$ cat config.mk
export PLATFORM = sky130hd
export DESIGN_NAME = adc_acq_sequencer_flat
export DESIGN_NICKNAME = d
export VERILOG_FILES = /design/src/rtl/adc_acq_sequencer_if.sv /design/src/rtl/adc_acq_sequencer.sv /design/src/flat_wrapper.sv
export SDC_FILE = /design/constraint.sdc
export NUM_CORES = 1
export LEC_CHECK = 0
export BUFFER_PORTS_ARGS = -buffer_cell sky130_fd_sc_hd__buf_2
export CAP_MARGIN = 20
export CELL_PAD_IN_SITES_DETAIL_PLACEMENT = 1
export CELL_PAD_IN_SITES_GLOBAL_PLACEMENT = 2
export CORE_ASPECT_RATIO = 1.75
export CORE_MARGIN = 5
export CORE_UTILIZATION = 36
export DETAILED_ROUTE_END_ITERATION = 7
export GPL_ROUTABILITY_DRIVEN = 1
export HOLD_SLACK_MARGIN = 0.06
export PLACE_DENSITY = 0.78
export SLEW_MARGIN = 0
export SYNTH_ARGS = -nofsm -noshare
export SYNTH_HDL_FRONTEND = slang
export SYNTH_SLANG_ARGS = --single-unit
$ cat constraint.sdc
create_clock -name data_clk -period 4.38 [get_ports data_clk]
set_input_delay 0.219 -clock data_clk [delete_from_list [all_inputs] [get_ports data_clk]]
set_output_delay 0.219 -clock data_clk [all_outputs]
set_load 0.03 [all_outputs]
$ cat src/rtl/adc_acq_sequencer_if.sv
// Control/status bundle between an acquisition controller and adc_acq_sequencer.
// master = controller side (drives requests and config), slave = sequencer side.
`timescale 1ns/1ps
interface adc_acq_sequencer_if #(
  parameter int PERIOD_W = 8,
  parameter int NSAMP_W  = 24
);
  logic                arm;
  logic                sw_trig;
  logic                stop;
  logic [PERIOD_W-1:0] cfg_period;
  logic [NSAMP_W-1:0]  cfg_nsamp;
  logic                adc_start_conv_en;
  logic                adc_word_sync;
  logic                new_sample;
  logic                sample_clk;
  logic [NSAMP_W-1:0]  sample_cnt;
  logic                armed;
  logic                busy;
  logic                done;
  logic                aborted;

  modport master (
    output arm, sw_trig, stop, cfg_period, cfg_nsamp,
    input  adc_start_conv_en, adc_word_sync, new_sample, sample_clk,
    input  sample_cnt, armed, busy, done, aborted
  );

  modport slave (
    input  arm, sw_trig, stop, cfg_period, cfg_nsamp,
    output adc_start_conv_en, adc_word_sync, new_sample, sample_clk,
    output sample_cnt, armed, busy, done, aborted
  );
endinterface

$ cat src/rtl/adc_acq_sequencer.sv
// ADC acquisition sequencer: arm/trigger/stop FSM plus per-period timing strobes.
// Define ADC_ACQ_EXT_TRIG_EN to add the asynchronous ext_trig input (synchronised, rising edge).
`timescale 1ns/1ps
module adc_acq_sequencer #(
  parameter int PERIOD_W = 8,
  parameter int NSAMP_W  = 24
) (
  input  logic data_clk,
  input  logic reset,
`ifdef ADC_ACQ_EXT_TRIG_EN
  input  logic ext_trig,
`endif
  adc_acq_sequencer_if.slave bus
);

  localparam logic [PERIOD_W-1:0] MIN_PERIOD = PERIOD_W'(16);

  typedef enum logic [1:0] {IDLE, ARMED, ACQ, DONE} state_t;

  state_t              state, state_nxt;
  logic [PERIOD_W-1:0] phase, phase_nxt;
  logic [PERIOD_W-1:0] period_l;
  logic [NSAMP_W-1:0]  nsamp_l;
  logic [NSAMP_W-1:0]  cnt;
  logic                stop_pend;
  logic                aborted_r;
  logic                arm_take;
  logic                trig;
  logic                acq_nxt;
  logic                word_sync_r, new_sample_r, conv_en_r, sample_clk_r;
  logic                armed_r, busy_r, done_r;

`ifdef ADC_ACQ_EXT_TRIG_EN
  // Two-flop synchroniser plus one history flop for the rising-edge detect.
  logic ext_trig_p0, ext_trig_p1, ext_trig_p2;

  always_ff @(posedge data_clk) begin
    if (reset) begin
      ext_trig_p0 <= 1'b0;
      ext_trig_p1 <= 1'b0;
      ext_trig_p2 <= 1'b0;
    end else begin
      ext_trig_p0 <= ext_trig;
      ext_trig_p1 <= ext_trig_p0;
      ext_trig_p2 <= ext_trig_p1;
    end
  end

  assign trig = bus.sw_trig | (ext_trig_p1 & ~ext_trig_p2);
`else
  assign trig = bus.sw_trig;
`endif

  // stop beats arm in the same cycle
  assign arm_take = (state == IDLE) && bus.arm && !bus.stop;

  always_comb begin
    state_nxt = state;
    phase_nxt = phase;
    case (state)
      IDLE: begin
        if (arm_take) state_nxt = ARMED;
      end
      ARMED: begin
        if (bus.stop) begin
          state_nxt = IDLE;
        end else if (trig) begin
          state_nxt = ACQ;
          phase_nxt = '0;
        end
      end
      ACQ: begin
        if (phase == period_l - PERIOD_W'(1)) begin
          phase_nxt = '0;
          if (stop_pend || ((nsamp_l != '0) && (cnt == nsamp_l))) state_nxt = DONE;
        end else begin
          phase_nxt = phase + PERIOD_W'(1);
        end
      end
      DONE: begin
        state_nxt = IDLE;
      end
      default: begin
        state_nxt = IDLE;
        phase_nxt = '0;
      end
    endcase
  end

  assign acq_nxt = (state_nxt == ACQ);

  // Configuration is captured only in the accepted arm cycle.
  always_ff @(posedge data_clk) begin
    if (arm_take) begin
      period_l <= (bus.cfg_period < MIN_PERIOD) ? MIN_PERIOD : bus.cfg_period;
      nsamp_l  <= bus.cfg_nsamp;
    end
  end

  always_ff @(posedge data_clk) begin
    if (reset) begin
      state     <= IDLE;
      phase     <= '0;
      cnt       <= '0;
      stop_pend <= 1'b0;
      aborted_r <= 1'b0;
    end else begin
      state     <= state_nxt;
      phase     <= phase_nxt;
      stop_pend <= acq_nxt && (stop_pend || ((state == ACQ) && bus.stop));
      if (arm_take) begin
        cnt       <= '0;
        aborted_r <= 1'b0;
      end else begin
        if (new_sample_r) cnt <= cnt + NSAMP_W'(1);
        if ((state == ACQ) && (state_nxt == DONE) && stop_pend) aborted_r <= 1'b1;
      end
    end
  end

  // Outputs are decoded from next state/phase so each flop is high while phase equals its slot.
  always_ff @(posedge data_clk) begin
    if (reset) begin
      word_sync_r  <= 1'b0;
      new_sample_r <= 1'b0;
      conv_en_r    <= 1'b0;
      sample_clk_r <= 1'b0;
      armed_r      <= 1'b0;
      busy_r       <= 1'b0;
      done_r       <= 1'b0;
    end else begin
      word_sync_r  <= acq_nxt && (phase_nxt == period_l - PERIOD_W'(4));
      new_sample_r <= acq_nxt && (phase_nxt == period_l - PERIOD_W'(3));
      conv_en_r    <= acq_nxt && (phase_nxt >= period_l - PERIOD_W'(2));
      sample_clk_r <= acq_nxt && (phase_nxt >= (period_l >> 1));
      armed_r      <= (state_nxt == ARMED);
      busy_r       <= acq_nxt;
      done_r       <= (state_nxt == DONE);
    end
  end

  assign bus.adc_word_sync     = word_sync_r;
  assign bus.new_sample        = new_sample_r;
  assign bus.adc_start_conv_en = conv_en_r;
  assign bus.sample_clk        = sample_clk_r;
  assign bus.sample_cnt        = cnt;
  assign bus.armed             = armed_r;
  assign bus.busy              = busy_r;
  assign bus.done              = done_r;
  assign bus.aborted           = aborted_r;

endmodule
$ cat src/flat_wrapper.sv
// flat-port wrapper written by rule: the top's interface ports become plain ports
module adc_acq_sequencer_flat 
#(
  parameter int PERIOD_W = 8,
  parameter int NSAMP_W  = 24
)
  (data_clk, reset, bus_arm, bus_sw_trig, bus_stop, bus_cfg_period, bus_cfg_nsamp, bus_adc_start_conv_en, bus_adc_word_sync, bus_new_sample, bus_sample_clk, bus_sample_cnt, bus_armed, bus_busy, bus_done, bus_aborted);
  adc_acq_sequencer_if #(.PERIOD_W(PERIOD_W), .NSAMP_W(NSAMP_W)) bus_i ();
  input  logic data_clk;
  input  logic reset;
  input wire logic [$bits(bus_i.arm)-1:0] bus_arm;
  input wire logic [$bits(bus_i.sw_trig)-1:0] bus_sw_trig;
  input wire logic [$bits(bus_i.stop)-1:0] bus_stop;
  input wire logic [$bits(bus_i.cfg_period)-1:0] bus_cfg_period;
  input wire logic [$bits(bus_i.cfg_nsamp)-1:0] bus_cfg_nsamp;
  output wire logic [$bits(bus_i.adc_start_conv_en)-1:0] bus_adc_start_conv_en;
  output wire logic [$bits(bus_i.adc_word_sync)-1:0] bus_adc_word_sync;
  output wire logic [$bits(bus_i.new_sample)-1:0] bus_new_sample;
  output wire logic [$bits(bus_i.sample_clk)-1:0] bus_sample_clk;
  output wire logic [$bits(bus_i.sample_cnt)-1:0] bus_sample_cnt;
  output wire logic [$bits(bus_i.armed)-1:0] bus_armed;
  output wire logic [$bits(bus_i.busy)-1:0] bus_busy;
  output wire logic [$bits(bus_i.done)-1:0] bus_done;
  output wire logic [$bits(bus_i.aborted)-1:0] bus_aborted;
  assign bus_i.arm = bus_arm;
  assign bus_i.sw_trig = bus_sw_trig;
  assign bus_i.stop = bus_stop;
  assign bus_i.cfg_period = bus_cfg_period;
  assign bus_i.cfg_nsamp = bus_cfg_nsamp;
  assign bus_adc_start_conv_en = bus_i.adc_start_conv_en;
  assign bus_adc_word_sync = bus_i.adc_word_sync;
  assign bus_new_sample = bus_i.new_sample;
  assign bus_sample_clk = bus_i.sample_clk;
  assign bus_sample_cnt = bus_i.sample_cnt;
  assign bus_armed = bus_i.armed;
  assign bus_busy = bus_i.busy;
  assign bus_done = bus_i.done;
  assign bus_aborted = bus_i.aborted;
  adc_acq_sequencer #(.PERIOD_W(PERIOD_W), .NSAMP_W(NSAMP_W)) u_core (.data_clk(data_clk), .reset(reset), .bus(bus_i));
endmodule
## Word level (Yosys, flattened, before mapping)

Cells that the tools add are included.

- Register bits: 75
- Input port bits: 37
- Output and inout port bits: 32
- Logic and storage cells: 60

- Add/sub/neg operators: 6
- Magnitude comparators: 3
- Eq/ne operators: 10
- Multiplexer cells: 10
- Reduce and logical (&&, ||, !) cells: 17

Operator list:

| operator | number |
|---|---|
| adder 24 x 1 -> 24 bit, second input constant | 1 |
| equality test 24 bit | 1 |
| equality test 8 bit | 3 |
| 2-to-1 mux 8 bit | 3 |
| nonzero test 24 bit | 1 |
| case mux 8 bit (2 select lines) | 1 |
| subtractor 8 x 2 -> 8 bit, second input constant | 2 |
| logical AND 1 bit | 11 |
| 2-to-1 mux 2 bit | 5 |
| adder 8 x 1 -> 8 bit, second input constant | 1 |
| equality test 2 bit, second input constant | 4 |
| >= comparator 8 x 7 -> 1 bit | 1 |
| >= comparator 8 bit | 1 |
| less-than comparator 8 x 5 -> 1 bit, second input constant | 1 |
| case mux 2 bit (4 select lines) | 1 |
| subtractor 8 x 1 -> 8 bit, second input constant | 1 |
| subtractor 8 x 3 -> 8 bit, second input constant | 1 |
| equality test 2 x 1 -> 1 bit, second input constant | 2 |
| zero test 2 bit | 1 |
| logical OR 1 bit | 2 |
| OR reduction 2 bit | 1 |
| zero test 1 bit | 1 |

## Depth between registers and ports, before layout

- Depth after elaboration: 9
- Depth in mapped cells: 19
- Mapped depth without buffers: 18

## Least setup slack after synthesis

Ideal clock, no wire load.

- Path type: register -> register
- Start point: reg u_core.period_l[2]
- End point: reg u_core.conv_en_r (netlist: u_core.bus.adc_start_conv_en)
- Library setup time: 0.121 ns
- Data arrival time: 3.820 ns
- Required time: 4.259 ns
- Path slack: 0.439 ns
- Cell stages (with the launch flop): 19
- Path buffers: 0
- Period minus slack after synthesis: 3.941 ns
- Cell sequence: edfxtp_1 inv_1 ha_1 nor4b_2 xnor2_1 nand4b_4 o41ai_4 nor2_1 a21oi_1 ha_1 nand2b_1 a21o_1 a21o_1 a21o_1 a21o_1 a21o_1 a21o_1 a21oi_1 nor3_1

- Word-level cells in the longest chain between the ends: 6
- Elaborated cells between the ends (all ways): 10
- Classes of those cells: add/sub (2); order compare (1); eq/ne (2); mux (4); reduce/logical (1)

RTL lines:

| what | line | source |
|---|---|---|
| start, declared | adc_acq_sequencer.sv:22 | `logic [PERIOD_W-1:0] period_l;` |
| start signal, assigned | adc_acq_sequencer.sv:95 | `period_l <= (bus.cfg_period < MIN_PERIOD) ? MIN_PERIOD : bus.cfg_period;` |
| subtractor 8 x 1 -> 8 bit | adc_acq_sequencer.sv:73 | `if (phase == period_l - PERIOD_W'(1)) begin` |
| equality test 8 bit | adc_acq_sequencer.sv:73 |  |
| 2-to-1 mux 8 bit or 2-to-1 mux 2 bit (tied branches) | adc_acq_sequencer.sv:73 |  |
| case mux 8 bit (2 select lines) or case mux 2 bit (4 select lines) (tied branches) | adc_acq_sequencer.sv:60 | `case (state)` |
| >= comparator 8 bit or equality test 2 bit (tied branches) | adc_acq_sequencer.sv:134, adc_acq_sequencer.sv:90 |  |
| logical AND 1 bit * | adc_acq_sequencer.sv:134 | `conv_en_r <= acq_nxt && (phase_nxt >= period_l - PERIOD_W'(2));` |
| end signal, assigned | adc_acq_sequencer.sv:134 |  |
| end, declared | adc_acq_sequencer.sv:30 | `logic word_sync_r, new_sample_r, conv_en_r, sample_clk_r;` |

Every way passes the cells marked *; elsewhere a longest branch is shown, timed or not.
A chain may end at the register's enable or synchronous reset.

## Final worst setup path

- Start point: reg u_core.period_l[1]
- End point: reg u_core.conv_en_r (netlist: u_core.bus.adc_start_conv_en)

The elaborated chain is that of the path after synthesis.

==> flow_summary.json <==
{
  "async_reset_ff_share_pct": 0,
  "leakagePower_nw": 2.182,
  "yosys_warnings": 0,
  "ant_nets": 0,
  "final_common_cell": "buf_2",
  "ys_ff_latch": 75,
  "slew_violations": 0,
  "synthMuxAreaShare_pct": 0.7166,
  "grt_max_degree": 36,
  "syn-cell-area_um2": 4190,
  "cts_tree": "yes",
  "cts_made_buffers": 9,
  "min_period_ns": 4.046,
  "setup_viol": 0,
  "synth.net_count": 487,
  "power_mw": 1.633,
  "die_w_um": 91.56,
  "synth_cell_types": 50,
  "synth_edf_count": 32,
  "dp_hpwl_um": 9546,
  "tns_ns": 0,
  "fin_crit_sh_pct": 92.37,
  "critical_path_class": "reg -> reg",
  "hold_path_class": "in -> reg",
  "firstDrtPassIters": 4,
  "drt_iter0_drc": 46,
  "totalWireLength_um": 12220,
  "finish.utilization_pct": 45.77,
  "cts_max_level": 3,
  "slew_headroom_pct": 30.64,
  "fill_cells": 1309,
  "drive_above_1_share_pct": 20.34,
  "grt_usage_pct": 18.29,
  "num_vias": 3439,
  "maxCapViolations": 0,
  "clock.fmax_mhz": 247.2,
  "grt_pass1_vias": 3748,
  "wl_per_cell_um": 18.35,
  "synth_top_family_by_area": "simple AND/OR/NAND/NOR gates",
  "clk_latency_ns": 0.34,
  "outcome": "finished clean",
  "synthesis.instances": 423,
  "rsz0062_at_grt": "false",
  "cp.required_ns": 4.61,
  "arrival_ns": 4.27,
  "synth_fa_ha_area_share_pct": 8.062,
  "fp.coreArea_um2": 11520,
  "die_h_um": 152.7,
  "gr-total-overflow": 0,
  "grt_pass1_wl_um": 19510,
  "cts-root-buf": "clkbuf_16",
  "worst_setup_path_start_kind": "register",
  "area_delta_synth_final_pct": 25.80,
  "io_buffers": 68,
  "gp_congestion": 0.8946,
  "pwr_density_cell_nw_per_um2": 309.9,
  "clk_path_buf_depth": 2,
  "synthXorXnorAreaFrac_pct": 15.68,
  "initial_core_util_pct": 36.39,
  "hold_viol": 0,
  "antenna_found_initial": 0,
  "postSynth.topFlopCell": "dfxtp_1",
  "syn_avg_cell_area_um2": 9.906,
  "yosysSeqAreaShare_pct": 43.48,
  "synth-compound-area-share_pct": 8.898,
  "ff_latch_area_um2": 1822,
  "finalClockSkew_ns": 0.005456,
  "diodes": 0,
  "endpoint_kind": "register",
  "clk_pin_slew_ns": 0.06,
  "tightestPinTransition_ns": 1.038,
  "crit_fanout": 6,
  "die-area_um2": 13980,
  "std_cell_rows": 52,
  "vdd_ir_drop_max_mv": 0.1855,
  "vias_per_cell": 5.164,
  "yosys.area_share.simple_pct": 20.21,
  "multiInputGateArea_um2": 2252,
  "numClockSinks": 75,
  "ios": 69,
  "route.detailed.drc": 0,
  "fin_nets": 590,
  "final_cell_mix": "buf_2, xnor2_1, dfxtp_1"
}
## per-layer routing
layer	global-route usage, %	part of all wire [%]
met1	16.69	34
met2	35.54	57
met3	3.903	3.8
met4	11.01	5.4
met5	0	0
## cells by family after synthesis
family / Yosys count
muxes: 3
xor gates and xnor gates: 75
AOI/OAI and AO/OA: 53
and+or+nand+nor: 159
DFF: 75
adders and majority gates: 27
buffers and inverters: 31
## Yosys cell counts, drive strengths merged, types with 3 or more instances
cell type | count | area share [%]
clkbuf | 9 | 0.81
nand4 | 10 | 1.5
and2 | 7 | 1.0
or3b | 3 | 0.63
o21ai | 13 | 1.6
dfxtp | 43 | 21
xor2 | 30 | 6.3
a21o | 6 | 1.1
ha | 27 | 8.1
nand2b | 4 | 0.60
inv | 21 | 1.9
nor2 | 37 | 3.3
a211oi | 3 | 0.66
mux2i | 3 | 0.72
or3 | 7 | 1.1
edfxtp | 32 | 23
and3 | 4 | 0.60
a31oi | 3 | 0.45
nand2 | 34 | 3.0
nor3 | 9 | 1.1
nor2b | 8 | 1.2
nand3 | 15 | 1.8
xnor2 | 45 | 9.4
a21oi | 17 | 2.3
nor4 | 11 | 1.6
## repair_timing
item,CTS,global route
endpoints found under the hold margin,23,1
setup buffers,0,0
setup endpoints to repair,0,0
resized for setup,0,0
hold buffers,23,1
## final timing paths
| check | startpoint | to | slack (ns) | cells after the start |
|---|---|---|---|---|
| worst min register to register | u_core.bus.aborted | u_core.bus.aborted | 0.46 | 2 |
| worst min-delay path | bus_cfg_nsamp[21] | u_core.nsamp_l[21] | 0.08 | 1 |
| worst max-delay path | u_core.period_l[1] | u_core.bus.adc_start_conv_en | 0.33 | 18 |
| worst max register to register | u_core.period_l[1] | u_core.bus.adc_start_conv_en | 0.33 | 18 |
## where the power goes
part / switching [mW] / internal [mW] / total (mW)
logic: 0.0785 / 0.0651 / 0.144
clock network: 0.288 / 0.438 / 0.726
registers: 0.0143 / 0.749 / 0.763
total: 0.381 / 1.25 / 1.63
## critical path: stages (launching register included)
cell and delay (ns):
edfxtp_1 0.49, inv_1 0.12, ha_1 0.22, nor4b_2 0.30
xnor2_1 0.21, nand4b_4 0.16, o41ai_4 0.44, nor2_1 0.07
a21oi_1 0.18, ha_1 0.29, nand2b_1 0.15, a21o_1 0.18
a21o_1 0.17, a21o_1 0.21, a21o_1 0.18, a21o_1 0.17
a21o_1 0.17, a21oi_1 0.15, nor3_1 0.06
## sequential cells by signal (all words and copies together) (netlist names), 2 cells and up
name                   cells
u_core.bus.sample_cnt     24
u_core.nsamp_l            24
u_core.period_l            8
u_core.phase               8
u_core.state               2
## area by class of cell
type	count	area share, %
timing repair buffer	102	12.44
tap	135	3.204
multi-input combinational	317	42.72
sequential	75	34.56
clock buffer	9	4.272
inverter	21	1.495
clock inverter	7	1.305
## per-stage QoR
stage | area [um^2] | hold slack, ns | setup WS, ns | instances
floorplan | 4190 | 0.3179 | 0.4392 | 423
global placement | 4737 | 0.4001 | 0.4661 | 626
detailed placement | 4737 | 0.3977 | 0.3238 | 626
CTS | 5261 | 0.06175 | 0.3038 | 665
global route | 5271 | 0.06312 | 0.06919 | 666
finish | 5271 | 0.07626 | 0.3343 | 666
(Power assumes the default switching activity.)
